[src/rtl/parking_gate_if.sv]
// Signals between the loop detectors / occupancy counter and the gate controller.
// Event counter outputs exist only when PARKING_GATE_EVENT_COUNT_EN is defined.
interface parking_gate_if
`ifdef PARKING_GATE_EVENT_COUNT_EN
    #(parameter int CNT_W = 16)
`endif
    ;
    logic       entry_sense;
    logic       entry_uni_tag;
    logic       exit_sense;
    logic       exit_uni_tag;
    logic       uni_is_vacated_space;
    logic       is_vacated_space;
    // Event outputs are one-cycle strobes with no back-pressure: the consumer
    // must take each pulse in the cycle it is high; tags are valid only then.
    logic       car_entered;
    logic       is_uni_car_entered;
    logic       car_exited;
    logic       is_uni_car_exited;
    logic       entry_barrier_open;
    logic       exit_barrier_open;
    logic       entry_reject;
    logic [2:0] entry_state_dbg;
    logic [1:0] exit_state_dbg;
`ifdef PARKING_GATE_EVENT_COUNT_EN
    logic [CNT_W-1:0] n_entered;
    logic [CNT_W-1:0] n_exited;
    logic [CNT_W-1:0] n_rejected;
`endif

    modport master (
        output entry_sense, entry_uni_tag, exit_sense, exit_uni_tag,
        output uni_is_vacated_space, is_vacated_space,
        input  car_entered, is_uni_car_entered, car_exited, is_uni_car_exited,
        input  entry_barrier_open, exit_barrier_open, entry_reject,
        input  entry_state_dbg, exit_state_dbg
`ifdef PARKING_GATE_EVENT_COUNT_EN
        , input n_entered, n_exited, n_rejected
`endif
    );

    modport slave (
        input  entry_sense, entry_uni_tag, exit_sense, exit_uni_tag,
        input  uni_is_vacated_space, is_vacated_space,
        output car_entered, is_uni_car_entered, car_exited, is_uni_car_exited,
        output entry_barrier_open, exit_barrier_open, entry_reject,
        output entry_state_dbg, exit_state_dbg
`ifdef PARKING_GATE_EVENT_COUNT_EN
        , output n_entered, n_exited, n_rejected
`endif
    );
endinterface

[src/rtl/parking_gate_ctrl.sv]
// Parking gate front-end: debounces entry/exit loops, decides admission, drives barriers
// and emits per-vehicle events. PARKING_GATE_EVENT_COUNT_EN adds saturating event counters.
module parking_gate_ctrl #(
    parameter int DEBOUNCE_CYCLES = 4,
    parameter int GUARD_CYCLES    = 2
`ifdef PARKING_GATE_EVENT_COUNT_EN
    , parameter int CNT_W         = 16
`endif
) (
    input logic           clk,
    input logic           rst,
    parking_gate_if.slave bus
);
    localparam int DB_W = $clog2(DEBOUNCE_CYCLES);
    localparam int GD_W = $clog2(GUARD_CYCLES + 1);

    typedef enum logic [2:0] {ENT_IDLE, ENT_DECIDE, ENT_OPEN, ENT_REJECT, ENT_GUARD} entry_state_t;
    typedef enum logic [1:0] {EXT_IDLE, EXT_OPEN, EXT_GUARD} exit_state_t;

    // Index 0 is the entry loop, index 1 the exit loop.
    logic [1:0]      sync1_q, sync1_d, sync2_q, sync2_d, level_q, level_d;
    logic [1:0]      rise, fall;
    logic [DB_W-1:0] db_cnt_q [2];
    logic [DB_W-1:0] db_cnt_d [2];

    entry_state_t    entry_state_q, entry_state_d;
    logic            entry_tag_q, entry_tag_d;
    logic [GD_W-1:0] entry_guard_q, entry_guard_d;
    logic            car_entered_q, car_entered_d;
    logic            uni_entered_q, uni_entered_d;
    logic            entry_open_q, entry_open_d;
    logic            entry_reject_q, entry_reject_d;

    exit_state_t     exit_state_q, exit_state_d;
    logic            exit_tag_q, exit_tag_d;
    logic [GD_W-1:0] exit_guard_q, exit_guard_d;
    logic            car_exited_q, car_exited_d;
    logic            uni_exited_q, uni_exited_d;
    logic            exit_open_q, exit_open_d;

    // Rise/fall are the cycles in which the debounced level actually flips.
    always_comb begin
        sync1_d     = {bus.exit_sense, bus.entry_sense};
        sync2_d     = sync1_q;
        level_d     = level_q;
        rise        = '0;
        fall        = '0;
        db_cnt_d[0] = '0;
        db_cnt_d[1] = '0;
        for (int i = 0; i < 2; i++) begin
            if (sync2_q[i] != level_q[i]) begin
                if (db_cnt_q[i] == DB_W'(DEBOUNCE_CYCLES - 1)) begin
                    level_d[i] = sync2_q[i];
                    rise[i]    = sync2_q[i];
                    fall[i]    = ~sync2_q[i];
                end else begin
                    db_cnt_d[i] = db_cnt_q[i] + DB_W'(1);
                end
            end
        end
    end

    always_comb begin
        entry_state_d  = entry_state_q;
        entry_tag_d    = entry_tag_q;
        entry_guard_d  = entry_guard_q;
        car_entered_d  = 1'b0;
        uni_entered_d  = 1'b0;
        entry_open_d   = 1'b0;
        entry_reject_d = 1'b0;
        case (entry_state_q)
            ENT_IDLE: if (rise[0]) begin
                entry_state_d = ENT_DECIDE;
                entry_tag_d   = bus.entry_uni_tag;
            end
            ENT_DECIDE: begin
                if (entry_tag_q ? bus.uni_is_vacated_space : bus.is_vacated_space) begin
                    entry_state_d = ENT_OPEN;
                end else begin
                    entry_state_d  = ENT_REJECT;
                    entry_reject_d = 1'b1;
                end
            end
            ENT_OPEN: begin
                if (fall[0]) begin
                    entry_state_d = ENT_GUARD;
                    entry_guard_d = GD_W'(GUARD_CYCLES - 1);
                    car_entered_d = 1'b1;
                    uni_entered_d = entry_tag_q;
                end else begin
                    entry_open_d = 1'b1;
                end
            end
            ENT_REJECT: if (fall[0]) begin
                entry_state_d = ENT_GUARD;
                entry_guard_d = GD_W'(GUARD_CYCLES - 1);
            end
            ENT_GUARD: begin
                if (entry_guard_q == '0) entry_state_d = ENT_IDLE;
                else                     entry_guard_d = entry_guard_q - GD_W'(1);
            end
            default: entry_state_d = ENT_IDLE;
        endcase
    end

    always_comb begin
        exit_state_d = exit_state_q;
        exit_tag_d   = exit_tag_q;
        exit_guard_d = exit_guard_q;
        car_exited_d = 1'b0;
        uni_exited_d = 1'b0;
        exit_open_d  = 1'b0;
        case (exit_state_q)
            EXT_IDLE: if (rise[1]) begin
                exit_state_d = EXT_OPEN;
                exit_tag_d   = bus.exit_uni_tag;
            end
            EXT_OPEN: begin
                if (fall[1]) begin
                    exit_state_d = EXT_GUARD;
                    exit_guard_d = GD_W'(GUARD_CYCLES - 1);
                    car_exited_d = 1'b1;
                    uni_exited_d = exit_tag_q;
                end else begin
                    exit_open_d = 1'b1;
                end
            end
            EXT_GUARD: begin
                if (exit_guard_q == '0) exit_state_d = EXT_IDLE;
                else                    exit_guard_d = exit_guard_q - GD_W'(1);
            end
            default: exit_state_d = EXT_IDLE;
        endcase
    end

    always_ff @(posedge clk) begin
        if (rst) begin
            sync1_q        <= '0;
            sync2_q        <= '0;
            level_q        <= '0;
            db_cnt_q[0]    <= '0;
            db_cnt_q[1]    <= '0;
            entry_state_q  <= ENT_IDLE;
            entry_tag_q    <= 1'b0;
            entry_guard_q  <= '0;
            car_entered_q  <= 1'b0;
            uni_entered_q  <= 1'b0;
            entry_open_q   <= 1'b0;
            entry_reject_q <= 1'b0;
            exit_state_q   <= EXT_IDLE;
            exit_tag_q     <= 1'b0;
            exit_guard_q   <= '0;
            car_exited_q   <= 1'b0;
            uni_exited_q   <= 1'b0;
            exit_open_q    <= 1'b0;
        end else begin
            sync1_q        <= sync1_d;
            sync2_q        <= sync2_d;
            level_q        <= level_d;
            db_cnt_q[0]    <= db_cnt_d[0];
            db_cnt_q[1]    <= db_cnt_d[1];
            entry_state_q  <= entry_state_d;
            entry_tag_q    <= entry_tag_d;
            entry_guard_q  <= entry_guard_d;
            car_entered_q  <= car_entered_d;
            uni_entered_q  <= uni_entered_d;
            entry_open_q   <= entry_open_d;
            entry_reject_q <= entry_reject_d;
            exit_state_q   <= exit_state_d;
            exit_tag_q     <= exit_tag_d;
            exit_guard_q   <= exit_guard_d;
            car_exited_q   <= car_exited_d;
            uni_exited_q   <= uni_exited_d;
            exit_open_q    <= exit_open_d;
        end
    end

    assign bus.car_entered        = car_entered_q;
    assign bus.is_uni_car_entered = uni_entered_q;
    assign bus.car_exited         = car_exited_q;
    assign bus.is_uni_car_exited  = uni_exited_q;
    assign bus.entry_barrier_open = entry_open_q;
    assign bus.exit_barrier_open  = exit_open_q;
    assign bus.entry_reject       = entry_reject_q;
    assign bus.entry_state_dbg    = entry_state_q;
    assign bus.exit_state_dbg     = exit_state_q;

`ifdef PARKING_GATE_EVENT_COUNT_EN
    logic [CNT_W-1:0] n_entered_q, n_entered_d;
    logic [CNT_W-1:0] n_exited_q, n_exited_d;
    logic [CNT_W-1:0] n_rejected_q, n_rejected_d;

    // Counters advance in the same cycle the corresponding pulse is registered.
    always_comb begin
        n_entered_d  = n_entered_q;
        n_exited_d   = n_exited_q;
        n_rejected_d = n_rejected_q;
        if (car_entered_d && !(&n_entered_q))   n_entered_d  = n_entered_q + CNT_W'(1);
        if (car_exited_d && !(&n_exited_q))     n_exited_d   = n_exited_q + CNT_W'(1);
        if (entry_reject_d && !(&n_rejected_q)) n_rejected_d = n_rejected_q + CNT_W'(1);
    end

    always_ff @(posedge clk) begin
        if (rst) begin
            n_entered_q  <= '0;
            n_exited_q   <= '0;
            n_rejected_q <= '0;
        end else begin
            n_entered_q  <= n_entered_d;
            n_exited_q   <= n_exited_d;
            n_rejected_q <= n_rejected_d;
        end
    end

    assign bus.n_entered  = n_entered_q;
    assign bus.n_exited   = n_exited_q;
    assign bus.n_rejected = n_rejected_q;
`endif
endmodule

[src/flat_wrapper.sv]
// flat-port wrapper written by rule: the top's interface ports become plain ports
module parking_gate_ctrl_flat 
#(
    parameter int DEBOUNCE_CYCLES = 4,
    parameter int GUARD_CYCLES    = 2

)
  (clk, rst, bus_entry_sense, bus_entry_uni_tag, bus_exit_sense, bus_exit_uni_tag, bus_uni_is_vacated_space, bus_is_vacated_space, bus_car_entered, bus_is_uni_car_entered, bus_car_exited, bus_is_uni_car_exited, bus_entry_barrier_open, bus_exit_barrier_open, bus_entry_reject, bus_entry_state_dbg, bus_exit_state_dbg);
  parking_gate_if bus_i ();
  input logic clk;
  input logic rst;
  input wire logic [$bits(bus_i.entry_sense)-1:0] bus_entry_sense;
  input wire logic [$bits(bus_i.entry_uni_tag)-1:0] bus_entry_uni_tag;
  input wire logic [$bits(bus_i.exit_sense)-1:0] bus_exit_sense;
  input wire logic [$bits(bus_i.exit_uni_tag)-1:0] bus_exit_uni_tag;
  input wire logic [$bits(bus_i.uni_is_vacated_space)-1:0] bus_uni_is_vacated_space;
  input wire logic [$bits(bus_i.is_vacated_space)-1:0] bus_is_vacated_space;
  output wire logic [$bits(bus_i.car_entered)-1:0] bus_car_entered;
  output wire logic [$bits(bus_i.is_uni_car_entered)-1:0] bus_is_uni_car_entered;
  output wire logic [$bits(bus_i.car_exited)-1:0] bus_car_exited;
  output wire logic [$bits(bus_i.is_uni_car_exited)-1:0] bus_is_uni_car_exited;
  output wire logic [$bits(bus_i.entry_barrier_open)-1:0] bus_entry_barrier_open;
  output wire logic [$bits(bus_i.exit_barrier_open)-1:0] bus_exit_barrier_open;
  output wire logic [$bits(bus_i.entry_reject)-1:0] bus_entry_reject;
  output wire logic [$bits(bus_i.entry_state_dbg)-1:0] bus_entry_state_dbg;
  output wire logic [$bits(bus_i.exit_state_dbg)-1:0] bus_exit_state_dbg;
  assign bus_i.entry_sense = bus_entry_sense;
  assign bus_i.entry_uni_tag = bus_entry_uni_tag;
  assign bus_i.exit_sense = bus_exit_sense;
  assign bus_i.exit_uni_tag = bus_exit_uni_tag;
  assign bus_i.uni_is_vacated_space = bus_uni_is_vacated_space;
  assign bus_i.is_vacated_space = bus_is_vacated_space;
  assign bus_car_entered = bus_i.car_entered;
  assign bus_is_uni_car_entered = bus_i.is_uni_car_entered;
  assign bus_car_exited = bus_i.car_exited;
  assign bus_is_uni_car_exited = bus_i.is_uni_car_exited;
  assign bus_entry_barrier_open = bus_i.entry_barrier_open;
  assign bus_exit_barrier_open = bus_i.exit_barrier_open;
  assign bus_entry_reject = bus_i.entry_reject;
  assign bus_entry_state_dbg = bus_i.entry_state_dbg;
  assign bus_exit_state_dbg = bus_i.exit_state_dbg;
  parking_gate_ctrl #(.DEBOUNCE_CYCLES(DEBOUNCE_CYCLES), .GUARD_CYCLES(GUARD_CYCLES)) u_core (.clk(clk), .rst(rst), .bus(bus_i));
endmodule
[config.mk]
export PLATFORM = sky130hd
export DESIGN_NAME = parking_gate_ctrl_flat
export DESIGN_NICKNAME = d
export VERILOG_FILES = /design/src/rtl/parking_gate_if.sv /design/src/rtl/parking_gate_ctrl.sv /design/src/flat_wrapper.sv
export SDC_FILE = /design/constraint.sdc
export NUM_CORES = 1
export LEC_CHECK = 0
export CORE_MARGIN = 3
export CORE_UTILIZATION = 35
export CTS_CLUSTER_DIAMETER = 100
export DETAILED_ROUTE_END_ITERATION = 6
export PLACE_DENSITY_LB_ADDON = 0.15
export SYNTH_ARGS = -nofsm -noshare
export SYNTH_HDL_FRONTEND = slang
export SYNTH_SLANG_ARGS = --single-unit
[constraint.sdc]
create_clock -name clk -period 3.7 [get_ports clk]
set_clock_uncertainty 0.1 [all_clocks]
set_input_delay 0.555 -clock clk [delete_from_list [all_inputs] [get_ports clk]]
set_output_delay 0.555 -clock clk [all_outputs]
set_load 0.1 [all_outputs]
==> out/metrics.sh <==
RUN_STATUS='completed'
CORE.ROWCOUNT=20
CRITICAL_PATH_DEPTH=1
REG2REG_SETUP_SLACK_NS=2.13
WORSTPATHCELLLIST='clkdlybuf4s50_1'
CRIT-REG2REG-LAUNCH='u_core.exit_guard_q[0]$_SDFFE_PP0P_'
CLOCK_INSERTION_DELAY_WORST_SKEW_NS=0.32
ASYNCSETRESETFLOPFRACSYNTH_PCT=0
YS_TOP_CELLS_BY_COUNT='28 x dfxtp_1, 13 x nor2_1, 9 x inv_1, 7 x nor2b_1, 6 x a21oi_1'
POSTCTSSETUPBUFFERS=0
SYNTH.YOSYS.SEQ_AREA_SHARE_PCT=48.9
POST_DP_CELL_AREA_SQ_MM=0.00137
FLOORPLAN.INITIALDENSITY_PCT=37.3
CTS_ROOT_BUFFER='clkbuf_4'
HTREE_LEVELS=1
TIMING.CRITICAL_PATH.BUF_INV=1
DIODES=0
PEAKVDDDROP_uV=181
NUMBER_OF_CELLS_ON_THE_WORST_HOLD_PATH=1
CLOCK_SINKS=28
COMBPWRFRAC_PCT=3.8
DESIGN.CORE.AREA_SQ_MM=0.00308
INITIAL_ANTENNA_VIOLATION_COUNT=0
SYNTHDISTINCTLIBCELLS=36
PATH_DELAY_FAMILY='buffers and inverters'
BOUNDARYPINS=20
FMAXACHIEVABLE_MHz=364
GRT.TOTAL_USAGE_PCT=10.6
FINAL.PERIOD_UTILIZATION_PCT=74.3
PATH_CLK_SLEW_NS=0.14
HOLDCRITPATHCLASS='reg2reg'
TIMING.SLEW.HEADROOM_PCT=35.3
WORSTMARGINPINSLEW_NS=0.968
CTS_MADE_BUFFERS=3
TIMING.CRITICAL_PATH.SLOWEST_STAGE_CELL='clkdlybuf4s50_1'
DIE_Y_UM=63.3
RSZ_0062_RAISED_AFTER_GLOBAL_ROUTING='no'
POST_CTS_RESIZE_COUNT=0
DRCVIOLATIONCOUNT=0
NUMBER_OF_GLOBAL_ROUTE_VIAS_BEFORE_REPAIR=795
NET_LOAD_SWITCHING_POWER_mW=0.0930
NUMPORTBUFFERS=19
CRIT_START='u_core.bus.exit_state_dbg[1]$_SDFFE_PP0P_'
CRITICAL_PATH.STARTPOINT_TYPE='register'
DRTPASS1ITERATIONS=4
TIMING.CRITICAL_PATH.SLOWEST_CELL_DELAY_NS=1.21
CTS.HOLD.BUFFERS_ADDED=0
WORST_R2R_PATH_DEPTH=5
R2R-END='u_core.exit_guard_q[1]$_SDFFE_PP0P_'
PWR-SHARE-CLK_PCT=30.9
DIE_AREA_SQ_MM=0.00400
POST_DRT_VIA_CELL_RATIO=4.66
MAX_CAP_VIOLS=0
CTS_TREE='done'
YOSYSWARNINGCOUNT=0
SETUP_VIOLATION_TOTAL_IN_THE_FINAL_TIMING_REPORT=0
TIMING.CRITICAL_PATH.TO='bus_exit_state_dbg[1]'
SYNTH_LARGEST_AREA_CELL='dfxtp_1'
CRIT_PATH_MAX_FANOUT=11
MAPPEDNETLISTAREA_SQ_MM=0.00115
TIMING.SETUP.CRITICAL_PATH_CLASS='reg2out'
GRT_MAX_DEGREE=22
POSTSYNTHCELLCOUNT=117
CP.REQUIRED_NS=3.04
DRTANTENNAVIOLNETS=0
AREA_DELTA_SYNTH_FINAL_PCT=22.9
MAXSLEWVIOLCOUNT=0
YS_FF_LATCH=28
DETAILED_PLACE_HPWL_UM=1360
SYNTHDOMINANTCELLAREASHARE_PCT=48.9
ROUTEDWLPERCELL_UM=10.5
SYN_NETS=130
SYN_AREA_PER_CELL_SQ_UM=9.81
CHIPWIDTH_UM=63.3
GLOBAL_ROUTE_WIRE_LENGTH_BEFORE_REPAIR_UM=3420
DESIGN.FINAL.NETS=150
WORST_SETUP_PATH_END_KIND='output pin'
P_LEAK_nW=0.502
SYNTH.MOST_COMMON_CELL='dfxtp_1'
WORST-ENDPOINT-ARRIVAL_NS=2.09
SYNTH_TOP_CELLS_BY_AREA='dfxtp_1 49%, ha_1 5.5%, nor2_1 4.3%, nor2b_1 3.8%, mux2i_1 3.5%'
FINALSETUPTNS_NS=0
MIN_PERIOD_NS=2.75
FILL_CELLS=316
DRIVE_ABOVE_1_SHARE_PCT=7.35
FINALHOLDVIOLCOUNT=0
CTS_MAX_PATH_BUFFERS=2
ROUTE.VIAS.TOTAL=838
POWER.SHARE.SEQUENTIAL_PCT=65.4
FINISH.INSTANCE_AREA_SQ_MM=0.00141
GRT_REMAINING_OVERFLOW=0
DRT-INITIAL-DRC-COUNT=31
DRT-TOTAL-WL_UM=1880
GP_CONGESTION=0.728
DOMINANT_REGISTER_CELL_IN_THE_SYNTHESIZED_NETLIST='dfxtp_1'
POWER_SWITCHING_SHARE_PCT=19.9
CELLPOWERDENSITY_mW_PER_MM2=332
POWER_REPORT.INTERNAL_TOTAL_mW=0.375
COUNT_OF_FLIP_FLOPS_WITH_A_BUILT_IN_ENABLE_AFTER_SYNTHESIS=0
## routing by layer
metal / GRT usage [%] / vias to the layer above / share of wire, %
met4: 4.04 / 0 / 1.1
met2: 16.6 / 10 / 41
met5: 0 / - / 0
li1: - / 449 / -
met3: 4.10 / 2 / 4.5
met1: 13.2 / 377 / 53
## layout make-up
cell class,instances,area (sq um),share of cell area (%)
tap,44,55.1,3.90
clock buffer,4,36.3,2.57
sequential,28,561,39.8
inverter,9,33.8,2.40
multi-input combinational,76,534,37.9
timing repair buffer,19,190,13.5
## logic make-up after synthesis
logic type,Yosys count,synth area share (%)
flip-flops,28,48.9
multiplexers,4,3.49
XOR/XNOR,1,0.763
AND/OR/NAND/NOR,47,25.8
AO/OA/AOI/OAI,19,11.0
adder cells (fa/ha/maj),5,5.45
buffers and inverters,13,4.58
## power groups by stage
stage / logic [mW] / registers [mW] / clock network, mW
finish: 0.0176 / 0.306 / 0.144
global route: 0.0198 / 0.307 / 0.167
CTS: 0.0178 / 0.306 / 0.155
detailed placement: 0.0177 / 0.313 / 0
global placement: 0.0176 / 0.312 / 0
floorplan: 0.00891 / 0.312 / 0
## worst min-delay path by stage
stage | start | endpoint | slack (ns)
after floorplan | u_core.db_cnt_q[0][0]$_SDFF_PP0_ | u_core.db_cnt_q[0][0]$_SDFF_PP0_ | 0.30
after global placement | u_core.db_cnt_q[0][0]$_SDFF_PP0_ | u_core.db_cnt_q[0][0]$_SDFF_PP0_ | 0.31
after detailed placement | u_core.db_cnt_q[0][0]$_SDFF_PP0_ | u_core.db_cnt_q[0][0]$_SDFF_PP0_ | 0.32
after CTS | u_core.db_cnt_q[0][0]$_SDFF_PP0_ | u_core.db_cnt_q[0][0]$_SDFF_PP0_ | 0.34
after global routing | u_core.db_cnt_q[0][0]$_SDFF_PP0_ | u_core.db_cnt_q[0][0]$_SDFF_PP0_ | 0.37
final | u_core.db_cnt_q[0][0]$_SDFF_PP0_ | u_core.db_cnt_q[0][0]$_SDFF_PP0_ | 0.34
## metrics by stage
stage               hold slack, ns  std cells  power (mW)  utilization [%]  setup slack [ns]
global route                 0.366        180       0.494             45.8             0.844
finish                       0.336        180       0.468             45.8             0.951
floorplan                    0.297        117       0.321                -              1.69
detailed placement           0.320        176       0.330             44.6              1.34
global placement             0.306        176       0.330             44.6              1.37
CTS                          0.338        180       0.478             45.8             0.939
## registers in the layout (all words and copies together), names as in the netlist
register / cells
u_core.bus.car_entered: 1
u_core.bus.car_exited: 1
u_core.bus.entry_barrier_open: 1
u_core.bus.entry_reject: 1
u_core.bus.entry_state_dbg: 3
u_core.bus.exit_barrier_open: 1
u_core.bus.exit_state_dbg: 2
u_core.bus.is_uni_car_entered: 1
u_core.bus.is_uni_car_exited: 1
u_core.db_cnt_q: 4
u_core.entry_guard_q: 2
u_core.entry_tag_q: 1
u_core.exit_guard_q: 2
u_core.exit_tag_q: 1
u_core.level_q: 2
u_core.sync1_q: 2
u_core.sync2_q: 2
## cell usage in the layout (no fill, tap or decap), types with 2 or more instances in the layout
cell and instances:
a21oi_1 6, a31o_2 2, and2_1 2, clkbuf_4 3, clkdlybuf4s50_1 19, dfxtp_1 28
ha_1 5, inv_1 9, mux2i_1 4, nand2b_1 2, nand3b_1 2, nand4_1 2
nor2_1 13, nor2b_1 7, nor3_1 3, nor4b_1 4, o211ai_1 3, o21ai_0 3
or3_1 2
(Power assumes the default switching activity.)
